File: config.mk
export PLATFORM = sky130hd
export DESIGN_NAME = regfile_sb
export DESIGN_NICKNAME = d
export VERILOG_FILES = /design/src/rtl/regfile_pkg.sv /design/src/rtl/regfile_scoreboard.sv /design/src/rtl/regfile_sb.sv
export SDC_FILE = /design/constraint.sdc
export NUM_CORES = 2
export LEC_CHECK = 0
export BUFFER_PORTS_ARGS = -buffer_cell sky130_fd_sc_hd__buf_2
export CAP_MARGIN = 20
export CELL_PAD_IN_SITES_DETAIL_PLACEMENT = 1
export CELL_PAD_IN_SITES_GLOBAL_PLACEMENT = 1
export CORE_MARGIN = 2
export CORE_UTILIZATION = 30
export CTS_BUF_LIST = sky130_fd_sc_hd__clkbuf_4
export DETAILED_ROUTE_END_ITERATION = 16
export PLACE_DENSITY_LB_ADDON = 0.1
export SETUP_SLACK_MARGIN = 0.1
export SLEW_MARGIN = 30
export SYNTH_ARGS = -nofsm -noshare
export SYNTH_HDL_FRONTEND = slang
export SYNTH_SLANG_ARGS = --single-unit
File: constraint.sdc
create_clock -name clk -period 51.3 [get_ports clk]
set_input_delay 15.39 -clock clk [delete_from_list [all_inputs] [get_ports clk]]
set_output_delay 15.39 -clock clk [all_outputs]
set_load 0.03 [all_outputs]
File: src/rtl/regfile_pkg.sv
// regfile_pkg
//   Shared defaults for the scoreboarded register file and the helper that
//   derives the register address width from the register count.
//   No ports; imported by regfile_scoreboard and regfile_sb.
package regfile_pkg;

  localparam int XLEN_DEFAULT = 32;
  localparam int NREG_DEFAULT = 32;

  // Address width for a register file of nreg entries (nreg is a power of two).
  function automatic int addr_width(input int nreg);
    return $clog2(nreg);
  endfunction

endpackage

File: src/rtl/regfile_scoreboard.sv
// regfile_scoreboard
//   Pending-write scoreboard: one bit per architectural register, set when the
//   issue stage reserves a destination and cleared when writeback lands.
//   Ports:
//     clk, rst             clock, asynchronous active-high reset
//     wr_en, wr_addr       writeback strobe / destination (clears pend)
//     alloc_en, alloc_addr reservation strobe / destination (sets pend)
//     flush                clears every pending bit, beats a same-cycle alloc
//     pend                 pending vector, bit 0 is always 0
//     pend_cnt             registered population count of pend
module regfile_scoreboard
  import regfile_pkg::*;
#(
  parameter int NREG = NREG_DEFAULT,
  localparam int AW  = addr_width(NREG)
) (
  input  logic            clk,
  input  logic            rst,
  input  logic            wr_en,
  input  logic [AW-1:0]   wr_addr,
  input  logic            alloc_en,
  input  logic [AW-1:0]   alloc_addr,
  input  logic            flush,
  output logic [NREG-1:0] pend,
  output logic [AW:0]     pend_cnt
);

  logic [NREG-1:0] pend_nxt;
  logic [AW:0]     cnt_nxt;

  // Priority, lowest to highest: writeback clear, new reservation, flush.
  // A reservation landing with its own writeback therefore stays pending.
  always_comb begin
    pend_nxt = pend;
    if (wr_en)    pend_nxt[wr_addr]    = 1'b0;
    if (alloc_en) pend_nxt[alloc_addr] = 1'b1;
    if (flush)    pend_nxt             = '0;
    pend_nxt[0] = 1'b0;
  end

  // Count the next vector so pend_cnt moves on the same edge as pend.
  always_comb begin
    cnt_nxt = '0;
    for (int i = 0; i < NREG; i++) begin
      cnt_nxt = cnt_nxt + (AW+1)'(pend_nxt[i]);
    end
  end

  always_ff @(posedge clk or posedge rst) begin
    if (rst) begin
      pend     <= '0;
      pend_cnt <= '0;
    end else begin
      pend     <= pend_nxt;
      pend_cnt <= cnt_nxt;
    end
  end

endmodule

File: src/rtl/regfile_sb.sv
// regfile_sb
//   Register file with NRD combinational read ports, one write port and a
//   pending-write scoreboard. Register 0 is hard-wired to zero.
//   Strobes (wr_en, alloc_en, flush) are single-cycle qualifiers sampled on
//   the rising clk edge; there is no back-pressure.
//   Ports:
//     clk, rst             clock, asynchronous active-high reset
//     rd_addr  [NRD*AW]    read addresses, port i at [i*AW +: AW]
//     rd_data  [NRD*XLEN]  read data, port i at [i*XLEN +: XLEN]
//     rd_busy  [NRD]       port i source has a pending write
//     wr_en/wr_addr/wr_data  writeback
//     alloc_en/alloc_addr  destination reservation
//     flush                clear all pending bits
//     pend_cnt [AW+1]      number of pending registers
module regfile_sb
  import regfile_pkg::*;
#(
  parameter int XLEN   = XLEN_DEFAULT,
  parameter int NREG   = NREG_DEFAULT,
  parameter int NRD    = 2,
  parameter int BYPASS = 1,
  localparam int AW    = addr_width(NREG)
) (
  input  logic                clk,
  input  logic                rst,
  input  logic [NRD*AW-1:0]   rd_addr,
  output logic [NRD*XLEN-1:0] rd_data,
  output logic [NRD-1:0]      rd_busy,
  input  logic                wr_en,
  input  logic [AW-1:0]       wr_addr,
  input  logic [XLEN-1:0]     wr_data,
  input  logic                alloc_en,
  input  logic [AW-1:0]       alloc_addr,
  input  logic                flush,
  output logic [AW:0]         pend_cnt
);

  localparam bit FWD = (BYPASS != 0);

  logic [XLEN-1:0] mem [NREG];
  logic [NREG-1:0] pend;
  logic            wr_live;
  logic            alloc_live;

  // Writes and reservations aimed at x0 are dropped at the source.
  assign wr_live    = wr_en && (wr_addr != '0);
  assign alloc_live = alloc_en && (alloc_addr != '0);

  always_ff @(posedge clk or posedge rst) begin
    if (rst) begin
      for (int i = 0; i < NREG; i++) mem[i] <= '0;
    end else if (wr_live) begin
      mem[wr_addr] <= wr_data;
    end
  end

  regfile_scoreboard #(
    .NREG(NREG)
  ) u_scoreboard (
    .clk       (clk),
    .rst       (rst),
    .wr_en     (wr_live),
    .wr_addr   (wr_addr),
    .alloc_en  (alloc_live),
    .alloc_addr(alloc_addr),
    .flush     (flush),
    .pend      (pend),
    .pend_cnt  (pend_cnt)
  );

  for (genvar g = 0; g < NRD; g++) begin : g_rd
    logic [AW-1:0] ra;
    logic          hit;

    assign ra  = rd_addr[g*AW +: AW];
    // Forwarded write: the value is in flight, so the source is not busy.
    assign hit = FWD && wr_live && (wr_addr == ra);

    assign rd_data[g*XLEN +: XLEN] = (ra == '0) ? '0 :
                                     hit        ? wr_data : mem[ra];
    assign rd_busy[g] = (ra != '0) && !hit && pend[ra];
  end

endmodule

==> results.ini <==
[floorplan]
chipWidth_um = 442
row_count = 160
boundaryPins = 129
start_util_pct = 30.2
die_y_um = 442
core_mm2 = 0.190
die-area_mm2 = 0.195

[yosys]
yosysWarningCount = 0
synthCells = 4041
yosysUniqueCellTypes = 55
syn-mean-instance-area_um2 = 14.2
synthesis.nets = 4130
synth_area_mm2 = 0.0575
synthArstFlopShare_pct = 100
synth-edff-count = 0
ys_seq_area_share_pct = 46.2
synth.ff_latch_count = 1061
synth-main-ff-cell = dfrtp_1

[cts]
clockBufferDepth = 4
postCtsHoldBufs = 0
cts_resized = 0
postCtsSetupBuffers = 0
clk_latency_ps = 1280
htree_levels = 5
cts_buffers = 341
cts.clk_slew.worst_paths_ps = 60
clock-sinks = 1061
cts-root-buf = clkbuf_4
cts_tree = done

[worst_setup_path]
startpoint_type = input port
cp_common_cell = buf_4
critPathCaptureType = output port
critPathKind = in -> out
crit_required_ps = 35910
critical-path-max-stage-delay_ps = 750
reg2reg_from = u_scoreboard.pend[2]
slowest_stage = buf_4
startpoint = rd_addr[0]
cpLargestDelayFamily = buffers and inverters
path_buf_inv = 5
cp_max_fo = 59
cp.arrival_ps = 20000
crit_chain = buf_8 -> buf_4 -> buf_4 -> buf_4 -> mux4_2 -> mux2_2 -> a221o_1 -> a32o_1 -> buf_2

[sta]
fin_ws_ps = 15910
hold_viol_final = 0
finalSetupViolCount = 0
slew_headroom_pct = 31.0
worst_hold_slack_ps = 375
setup-tns-final_ps = 0
fmax_ghz = 0.0283
min_period_ps = 35390
slew_viol_final = 0
rsz0062_at_grt = false
post-route-period-util_pct = 69.0
tightest_slew_ps = 1040
skew_ps = 31.0

[flow_run]
drv_cap = 0

[outcome]
status = completed

[finish]
fin_cells = 6888
final_common_cell = dfrtp_1
final_cell_mix = dfrtp_1 (1061), mux2_2 (1018), clkbuf_4 (462)
final_util_pct = 34.0
drive_above_1_share_pct = 50.8
layout-area-overhead-vs-synth_pct = 12.4
nNetsFinal = 4266

[routing]
detail_route.iter0.violations = 2980
first_pass_iters = 5
final_antenna_net_count = 0
remaining_drc_errors = 0
via_count = 39400
viasPerCell = 5.72
wirelength_um = 246000
wl_per_cell_um = 35.7

[placed_design]
routabilityCongestion = 0.760
pre_cts_slack_ps = 15780
place_inst = 6343
hpwl_um = 141000
place.port_buffers = 128

[global_route]
grt_max_degree = 157
grt_pass1_wl_um = 348000
antenna_found_initial = 18
gr-total-overflow = 0
groute.usage.overall_pct = 25.1
grt_pass1_vias = 42400

[power]
vdd_drop_max_mv = 0.0211
leakagePower_nw = 28.2
power_density_mw_per_mm2 = 37.9

[worst_hold_path]
hp-class = reg -> reg
min_from = mem[1017]

[state kept, by name, indices dropped and copies added (netlist names)]
signal                 flops
mem                     1024
u_scoreboard.pend_cnt      6
u_scoreboard.pend         31
[final timing paths]
check | end | slack [ps] | cells past startpoint
worst max-delay path | rd_data[24] | 15910 | 9
worst min-delay path | mem[1017] | 380 | 0
worst max register to register | u_scoreboard.pend_cnt[4] | 46030 | 18
worst min register to register | mem[1017] | 380 | 0
max in group asynchronous | mem[852] | 33040 | 7
min in group asynchronous | u_scoreboard.pend[27] | 14180 | 2
[area by class of cell]
cell class	count	area (um2)
Clock inverter	74	337
Antenna cell	7	17.5
Tap cell	2511	3140
Sequential cell	1061	26600
Timing Repair Buffer	247	1790
Multi-Input combinational cell	2470	29100
Clock buffer	462	3470
Inverter	56	218
Fill cell	19800	126000
[synthesized netlist by cell type (all sizes together) (6+ instances only)]
master	instances	area share, %
o221ai	68	1.0
and3	6	0.065
nand3b	6	0.078
or3	10	0.11
buf	133	1.4
a22o	16	0.24
o21ai	46	0.40
a22oi	55	0.72
o211ai	6	0.078
nor2b	12	0.13
nand3	8	0.078
clkbuf	321	2.1
mux2i	226	3.9
dfrtp	1061	46
a221oi	34	0.52
ha	9	0.20
nand2b	6	0.065
mux4	418	16
a21o	22	0.29
inv	56	0.37
nor2	68	0.44
o22ai	26	0.28
xnor2	10	0.15
mux2	1018	20
nand4	8	0.087
a221o	32	0.56
a32o	44	0.77
a21oi	89	0.78
nand2	122	0.80
a31oi	32	0.35
o211a	6	0.10
fa	23	0.80
[where the power goes]
group | leakage (nW) | internal [mW] | switching, mW
Clock | 2.29 | 0.420 | 0.406
Sequential | 13.6 | 0.991 | 0.115
Combinational | 12.3 | 0.280 | 0.238
[stage by stage]
stage               instance area [um2]  power [mW]
CTS                               64500        2.49
finish                            64600        2.45
global route                      64600        2.59
floorplan                         57500        1.47
detailed placement                60700        1.64
global placement                  60600        1.63
[worst register-to-register path, cell delays in order (launching register included)]
cell and delay, ps:
dfrtp_1 410, a22oi_1 170, nor2_1 90, ha_1 320
inv_1 50, fa_1 540, fa_1 450, fa_1 510
fa_1 430, fa_1 520, inv_1 60, fa_1 490
ha_1 170, inv_1 60, fa_1 450, inv_1 70
a21o_1 100, a21oi_1 70, xnor2_1 190
[kinds of logic after synthesis]
kind of cell | synth area share [%]
adder cells (fa/ha/maj) | 0.997
flip-flops | 46.2
AND/OR/NAND/NOR | 2.11
XOR/XNOR | 0.198
AO/OA/AOI/OAI | 6.42
multiplexers | 40.3
buffers and inverters | 3.82
[layer usage]
| metal | track usage (%) | part of all wire [%] | wire length [um] | up-vias |
|---|---|---|---|---|
| met5 | 0 | 0 | 0 | - |
| met4 | 8.13 | 2.9 | 7160 | 0 |
| met3 | 3.80 | 4.0 | 9900 | 405 |
| met2 | 41.4 | 49 | 120000 | 1077 |
| met1 | 33.9 | 44 | 109000 | 21900 |
| li1 | - | - | - | 16000 |
Note: power is estimated with default switching activity, not from simulation.
